## src/rtl/muldiv_sequencer_if.sv

```systemverilog
`default_nettype none
// ============================================================================
// Module   : muldiv_sequencer_if
// Brief    : Control-unit <-> mult/div sequencer request and status bundle.
// Revision : 1.0
// ============================================================================
interface muldiv_sequencer_if;
    logic        mult_req;
    logic        div_req;
    logic [31:0] divisor;
    logic        mult_init;
    logic        div_init;
    logic        hl_src;
    logic        hl_load;
    logic        busy;
    logic        done;
    logic        div_zero_exc;

    modport master (
        output mult_req, div_req, divisor,
        input  mult_init, div_init, hl_src, hl_load, busy, done, div_zero_exc
    );

    modport slave (
        input  mult_req, div_req, divisor,
        output mult_init, div_init, hl_src, hl_load, busy, done, div_zero_exc
    );
endinterface
`default_nettype wire

```

## src/rtl/muldiv_sequencer.sv

```systemverilog
`default_nettype none
// ============================================================================
// Module   : muldiv_sequencer
// Brief    : Starts the multiply/divide unit, counts its latency, loads HI/LO.
// Revision : 1.0
// ============================================================================
module muldiv_sequencer #(
    parameter int MULT_CYCLES = 32,
    parameter int DIV_CYCLES  = 32,
    parameter int CNT_W       = 6
) (
    input  wire logic         clk,
    input  wire logic         reset,
    muldiv_sequencer_if.slave bus
);

    typedef enum logic [2:0] {
        S_IDLE  = 3'd0,
        S_START = 3'd1,
        S_RUN   = 3'd2,
        S_WRITE = 3'd3,
        S_DONE  = 3'd4,
        S_EXC   = 3'd5
    } state_t;

    localparam logic [CNT_W-1:0] c_mult_load = CNT_W'(MULT_CYCLES - 1);
    localparam logic [CNT_W-1:0] c_div_load  = CNT_W'(DIV_CYCLES - 1);

    state_t           r_state;
    logic             r_op_mult;
    logic [CNT_W-1:0] r_cnt;
    logic             r_mult_init;
    logic             r_div_init;
    logic             r_hl_src;
    logic             r_hl_load;
    logic             r_busy;
    logic             r_done;
    logic             r_div_zero_exc;

    logic w_divisor_nz;
    assign w_divisor_nz = (bus.divisor != 32'd0);

    // Every output is a register set on the transition into the state that owns it.
    always_ff @(posedge clk) begin
        if (reset) begin
            r_state        <= S_IDLE;
            r_op_mult      <= 1'b0;
            r_cnt          <= '0;
            r_mult_init    <= 1'b0;
            r_div_init     <= 1'b0;
            r_hl_src       <= 1'b0;
            r_hl_load      <= 1'b0;
            r_busy         <= 1'b0;
            r_done         <= 1'b0;
            r_div_zero_exc <= 1'b0;
        end else begin
            r_mult_init    <= 1'b0;
            r_div_init     <= 1'b0;
            r_hl_load      <= 1'b0;
            r_done         <= 1'b0;
            r_div_zero_exc <= 1'b0;
            case (r_state)
                S_IDLE: begin
                    if (bus.mult_req) begin
                        r_state     <= S_START;
                        r_op_mult   <= 1'b1;
                        r_hl_src    <= 1'b1;
                        r_mult_init <= 1'b1;
                        r_busy      <= 1'b1;
                    end else if (bus.div_req) begin
                        r_busy <= 1'b1;
                        if (w_divisor_nz) begin
                            r_state    <= S_START;
                            r_op_mult  <= 1'b0;
                            r_hl_src   <= 1'b0;
                            r_div_init <= 1'b1;
                        end else begin
                            r_state        <= S_EXC;
                            r_div_zero_exc <= 1'b1;
                            r_done         <= 1'b1;
                        end
                    end
                end
                S_START: begin
                    r_cnt   <= r_op_mult ? c_mult_load : c_div_load;
                    r_state <= S_RUN;
                end
                S_RUN: begin
                    // Exit at zero so the counter never wraps.
                    if (r_cnt == '0) begin
                        r_state   <= S_WRITE;
                        r_hl_load <= 1'b1;
                    end else begin
                        r_cnt <= r_cnt - CNT_W'(1);
                    end
                end
                S_WRITE: begin
                    r_state <= S_DONE;
                    r_done  <= 1'b1;
                end
                S_DONE, S_EXC: begin
                    r_state <= S_IDLE;
                    r_busy  <= 1'b0;
                end
                default: begin
                    r_state <= S_IDLE;
                    r_busy  <= 1'b0;
                end
            endcase
        end
    end

    assign bus.mult_init    = r_mult_init;
    assign bus.div_init     = r_div_init;
    assign bus.hl_src       = r_hl_src;
    assign bus.hl_load      = r_hl_load;
    assign bus.busy         = r_busy;
    assign bus.done         = r_done;
    assign bus.div_zero_exc = r_div_zero_exc;

endmodule
`default_nettype wire

```

## src/flat_wrapper.sv

```systemverilog
// flat-port wrapper written by rule: the top's interface ports become plain ports
module muldiv_sequencer_flat 
#(
    parameter int MULT_CYCLES = 32,
    parameter int DIV_CYCLES  = 32,
    parameter int CNT_W       = 6
)
  (clk, reset, bus_mult_req, bus_div_req, bus_divisor, bus_mult_init, bus_div_init, bus_hl_src, bus_hl_load, bus_busy, bus_done, bus_div_zero_exc);
  muldiv_sequencer_if bus_i ();
  input  wire logic clk;
  input  wire logic reset;
  input wire logic [$bits(bus_i.mult_req)-1:0] bus_mult_req;
  input wire logic [$bits(bus_i.div_req)-1:0] bus_div_req;
  input wire logic [$bits(bus_i.divisor)-1:0] bus_divisor;
  output wire logic [$bits(bus_i.mult_init)-1:0] bus_mult_init;
  output wire logic [$bits(bus_i.div_init)-1:0] bus_div_init;
  output wire logic [$bits(bus_i.hl_src)-1:0] bus_hl_src;
  output wire logic [$bits(bus_i.hl_load)-1:0] bus_hl_load;
  output wire logic [$bits(bus_i.busy)-1:0] bus_busy;
  output wire logic [$bits(bus_i.done)-1:0] bus_done;
  output wire logic [$bits(bus_i.div_zero_exc)-1:0] bus_div_zero_exc;
  assign bus_i.mult_req = bus_mult_req;
  assign bus_i.div_req = bus_div_req;
  assign bus_i.divisor = bus_divisor;
  assign bus_mult_init = bus_i.mult_init;
  assign bus_div_init = bus_i.div_init;
  assign bus_hl_src = bus_i.hl_src;
  assign bus_hl_load = bus_i.hl_load;
  assign bus_busy = bus_i.busy;
  assign bus_done = bus_i.done;
  assign bus_div_zero_exc = bus_i.div_zero_exc;
  muldiv_sequencer #(.MULT_CYCLES(MULT_CYCLES), .DIV_CYCLES(DIV_CYCLES), .CNT_W(CNT_W)) u_core (.clk(clk), .reset(reset), .bus(bus_i));
endmodule
```

## config.mk

```make
export PLATFORM = sky130hd
export DESIGN_NAME = muldiv_sequencer_flat
export DESIGN_NICKNAME = d
export VERILOG_FILES = /design/src/rtl/muldiv_sequencer_if.sv /design/src/rtl/muldiv_sequencer.sv /design/src/flat_wrapper.sv
export SDC_FILE = /design/constraint.sdc
export NUM_CORES = 1
export LEC_CHECK = 0
export CORE_UTILIZATION = 40
export CTS_CLUSTER_DIAMETER = 30
export CTS_CLUSTER_SIZE = 8
export DETAILED_ROUTE_END_ITERATION = 16
export DONT_BUFFER_PORTS = 1
export PLACE_DENSITY = 0.57
export SLEW_MARGIN = 25
export SYNTH_ARGS = -nofsm -noshare
export SYNTH_HDL_FRONTEND = slang
export SYNTH_SLANG_ARGS = --single-unit
```

## constraint.sdc

```tcl
create_clock -name clk -period 2.22 [get_ports clk]
set_input_delay 0.444 -clock clk [delete_from_list [all_inputs] [get_ports clk]]
set_output_delay 0.444 -clock clk [all_outputs]
set_load 0.02 [all_outputs]
```

## Yosys cells after proc, flatten, opt, wreduce, memory -nomap -nowiden

Index checks and enable logic that the tools add are counted.

- Register bits: 16
- Input bits: 36
- Word-level logic and storage cells: 54

- Muxes and demuxes: 20
- Reductions and logical operators: 14
- Bitwise logic cells: 4
- $add $sub $neg: 1
- Equality and inequality tests: 6

Operator list:

| kind | count |
|---|---|
| nonzero test 32 bit | 1 |
| 2-to-1 mux 3 bit | 4 |
| case mux 3 bit (4 select lines) | 1 |
| case mux 6 bit (2 select lines) | 1 |
| 2-to-1 mux 1 bit | 11 |
| == test 3 x 2 -> 1 bit, second input constant | 2 |
| logical NOT 6 bit | 1 |
| 2-to-1 mux 6 bit | 1 |
| AND reduction 2 bit | 3 |
| nonzero test 2 bit | 3 |
| subtractor 6 x 1 -> 6 bit, second input constant | 1 |
| NOT 1 bit | 4 |
| case mux 1 bit (2 select lines) | 2 |
| OR reduction 2 bit | 2 |
| OR reduction 4 bit | 1 |
| == test 3 x 1 -> 1 bit, second input constant | 1 |
| logical NOT 3 bit | 1 |
| inequality test 3 bit, second input constant | 1 |
| AND reduction 3 bit | 1 |
| OR reduction 3 bit | 1 |
| inequality test 2 x 1 -> 1 bit, second input constant | 1 |
| inequality test 2 bit, second input constant | 1 |

## Longest topological paths before layout

- Word-level depth: 5
- Mapped depth: 5
- Depth with buffers taken out: 5

## Worst setup path before layout

No wires, ideal clock.

- Path kind: input port to flip-flop
- Start: input port bus_divisor[24]
- End: register u_core.r_done (netlist: u_core.bus.done)
- Arrival time: 1363 ps
- Slack: 754 ps
- Stages: 4
- Path buffers: 0
- Required time: 2117 ps
- Path through: nor4_1 nand4_1 or2_1 a2111oi_2

- Longest elaborated chain between the ends: 5

Ends and longest elaborated chain:

| element | RTL line | source |
|---|---|---|
| start, declared | flat_wrapper.sv:14 | `input wire logic [$bits(bus_i.divisor)-1:0] bus_divisor;` |
| nonzero test 32 bit | muldiv_sequencer.sv:41 | `assign w_divisor_nz = (bus.divisor != 32'd0);` |
| 2-to-1 mux 1 bit | muldiv_sequencer.sv:72 | `if (w_divisor_nz) begin` |
| 2-to-1 mux 1 bit | muldiv_sequencer.sv:70 | `end else if (bus.div_req) begin` |
| 2-to-1 mux 1 bit | muldiv_sequencer.sv:64 | `if (bus.mult_req) begin` |
| case mux 1 bit (2 select lines) | muldiv_sequencer.sv:62 | `case (r_state)` |
| end signal, assigned | muldiv_sequencer.sv:54 | `r_done <= 1'b0;` |
| end signal, assigned | muldiv_sequencer.sv:60 | `r_done <= 1'b0;` |
| end signal, assigned | muldiv_sequencer.sv:80 | `r_done <= 1'b1;` |
| end, declared | muldiv_sequencer.sv:37 | `logic r_done;` |

Every way passes these cells.
A chain may end at the register's enable or synchronous reset.

## Worst setup path in the final report

- Start: register u_core.r_state[1]
- End: register u_core.r_cnt[3]

- Longest elaborated chain between the ends: 3

Ends and longest elaborated chain:

| element | RTL line | source |
|---|---|---|
| start, declared | muldiv_sequencer.sv:29 | `state_t r_state;` |
| start signal, assigned | muldiv_sequencer.sv:46 | `r_state <= S_IDLE;` |
| start signal, assigned | muldiv_sequencer.sv:65 | `r_state <= S_START;` |
| start signal, assigned | muldiv_sequencer.sv:73 | `r_state <= S_START;` |
| == test 3 x 2 -> 1 bit / == test 3 x 1 -> 1 bit (equally long branches) | muldiv_sequencer.sv:62 |  |
| inequality test 2 bit (no line) / nonzero test 2 bit (equally long branches) | -- |  |
| AND reduction 2 bit (no line) | -- |  |
| end signal, assigned | muldiv_sequencer.sv:85 | `r_cnt <= r_op_mult ? c_mult_load : c_div_load;` |
| end signal, assigned | muldiv_sequencer.sv:94 | `r_cnt <= r_cnt - CNT_W'(1);` |
| end, declared | muldiv_sequencer.sv:31 | `logic [CNT_W-1:0] r_cnt;` |

Several ways; a longest one is shown, not always the timed one.

==> results_dict.tcl <==
set metrics [dict create \
    maxCapViolations 0 \
    synth-simple-area-share 0.314 \
    clk_latency_ns 0.28 \
    max_slew_margin 0.690 \
    share_comb_of_total_power 0.293 \
    rrSetupSlack_ns 0.65 \
    synthAdderAreaFrac 0.0312 \
    hold_viol 0 \
    post_cts_buffers 0 \
    drt-met1-wl_um 656 \
    rows 15 \
    fp.dieW_um 46.8 \
    period_needed_ns 1.57 \
    p_sw_uw 286 \
    drt-wirelength-per-cell_um 14.5 \
    cts.clk_slew.worst_paths_ns 0.09 \
    synth_top_family_by_area "simple AND/OR/NAND/NOR gates" \
    tns_ns 0 \
    worst_pin_slew_ns 0.464 \
    setup_viol 0 \
    worstPathRequired_ns 2.42 \
    peakVddDrop_mv 0.335 \
    ys_types 28 \
    multi_input_area_um2 437 \
    synth_top_area_frac 0.399 \
    ys_ff_latch 16 \
    clock_sinks 16 \
    seq_area_frac_synth 0.399 \
    max_freq_mhz 639 \
    synth_cells 84 \
    core-area_um2 1800 \
    hp-class "in -> reg" \
    postCtsHoldBufs 0 \
    p_leak_uw 0.000271 \
    htree_levels 1 \
    syn-cell-area_um2 802 \
    fin_skew_ns 0.00530 \
    slowest_delay_ns 0.53 \
    fillers 182 \
    ctsResizeCount 0 \
    dr.pass1.iters 4 \
    grt_max_degree 13 \
    crit_family "compound AO/OA/AOI/OAI gates" \
    fin_crit_sh 0.705 \
    intPower_uw 508 \
    critPathArrivalTime_ns 1.76 \
    stdcell_count 108 \
    num_vias 656 \
    grt_pass1_vias 577 \
    drc 0 \
    sw_frac_of_total 0.360 \
    synth_compound_area_frac 0.176 \
    gp_congestion 0.733 \
    ios 43 \
    start_util 0.445 \
    critPathSlowestCell "dfxtp_1" \
    grt_pass1_wl_um 2420 \
    vias_per_cell 6.07 \
    p_clk_frac 0.187 \
    syn_to_final_growth_pct 2.96 \
    fin_nets 123 \
    wl_met3_um 97 \
    die-area_um2 2190 \
    routed-wl-met2_um 797 \
    gr-total-overflow 0 \
    syn-num-nets 122 \
    path_cells "nor3b_2 > a21boi_4 > a211oi_1 > a311oi_1" \
    outcome "finished clean" \
    avgSynthCellArea_um2 9.55 \
    endpoint_kind "flip-flop" \
    pwr-share-seq 0.520 \
    layout-drive-gt1-share 0.133 \
    ys_warn_count 0 \
    cp_max_fo 10 \
    dp_hpwl_um 1200 \
    slew_viol_final 0 \
    ys_top_cells_by_area "dfxtp_1 (40%), nor4_1 (7.8%), a2111oi_2 (5.6%)" \
    fp.dieH_um 46.8 \
    routed_wl_um 1570 \
    n_antenna_cell 0 \
    grt_usage 0.167 \
    highest_layer "met4" \
    dp.cells 105 \
    yosysTopAreaCell "dfxtp_1" \
    synth_mux_area_frac 0.0125 \
    drt_iter0_drc 6 \
    cts_tree "yes" \
    cp_num_buf_inv 0 \
    synth-xor-area-share 0.0109 \
    worstSetupStartpointType "flip-flop" \
    cts.path.max_buffers 2 \
    power_density_nw_per_um2 962 \
    antenna_left 0 \
    cts_inserted_buffers 3 \
    portBuffers 0 \
    cts-root-buf "clkbuf_4" \
    regArea_um2 320 \
    antenna_found_initial 0 \
    criticalPathCategory "reg -> reg" \
    rsz0062_at_grt "no" \
]
[final timing paths]
check               startpoint               to  depth (start not counted)
max          u_core.r_state[1]  u_core.r_cnt[3]                          4
min                      reset  u_core.r_cnt[2]                          1
max reg2reg  u_core.r_state[1]  u_core.r_cnt[3]                          4
min reg2reg    u_core.r_cnt[0]  u_core.r_cnt[0]                          1
[per-layer routing]
metal	track usage	vias to the layer above
li1	-	322
met4	0.103	0
met2	0.278	37
met5	0	-
met1	0.195	295
met3	0.0346	2
[registers in the layout (all words and copies together), names as in the netlist]
signal,count
u_core.r_cnt,6
u_core.r_state,3
u_core.bus.busy,1
u_core.bus.div_init,1
u_core.bus.div_zero_exc,1
u_core.bus.done,1
u_core.bus.hl_load,1
u_core.bus.hl_src,1
u_core.bus.mult_init,1
[through the flow]
stage                     cell area [um2]  hold WS (ns)  setup slack [ns]  utilization  total power [uW]
after floorplan                       802         0.468             0.754            -               632
after global placement                803         0.483             0.604        0.446               645
after detailed placement              803         0.491             0.527        0.446               654
after CTS                             826         0.211             0.634        0.458               804
after global routing                  826         0.193             0.470        0.458               864
final                                 826         0.222             0.655        0.458               794
[synthesized netlist by cell type]
cell type	n
a2111oi_2	3
a211oi_1	6
a21boi_4	1
a21oi_1	2
a311oi_1	2
and2_1	1
and3b_1	1
and4_1	1
buf_6	2
clkbuf_1	2
dfxtp_1	16
ha_1	2
inv_1	4
mux2i_1	1
nand2_1	4
nand3_1	2
nand3b_1	1
nand4_1	2
nor2_1	8
nor3_1	5
nor3b_2	2
nor4_1	10
nor4_4	1
o21ai_0	1
or2_1	1
or2_2	1
or3_1	1
xnor2_1	1
[cell usage in the layout, fill, tap and decap left out, types with 2 or more instances in the layout]
cell type / count
a211oi_1: 6
nand2_1: 4
inv_1: 4
dfxtp_1: 16
a21oi_1: 2
nor2_1: 8
nor3b_2: 2
nor4_1: 10
nand3_1: 2
clkbuf_4: 3
nor3_1: 5
ha_1: 2
a2111oi_2: 3
a311oi_1: 2
nand4_1: 2
[power by group through the flow]
stage | clock network, uW | registers [uW] | logic, uW
finish | 148 | 413 | 233
global placement | 0 | 418 | 228
floorplan | 0 | 393 | 239
detailed placement | 0 | 419 | 235
global route | 174 | 422 | 267
CTS | 155 | 413 | 236
[layout make-up]
| type | instances | area share |
|---|---|---|
| Clock buffer | 3 | 0.0273 |
| Inverter | 4 | 0.0182 |
| Multi-Input combinational cell | 60 | 0.529 |
| Sequential cell | 16 | 0.388 |
| Tap cell | 25 | 0.0379 |
[kinds of logic after synthesis]
kind of cell             after synthesis
AO/OA/AOI/OAI                         15
XOR/XNOR                               1
adder cells (fa/ha/maj)                2
buffers and inverters                  8
flip-flops                            16
multiplexers                           1
AND/OR/NAND/NOR                       41
No activity file was read; power rests on OpenSTA's default activity.
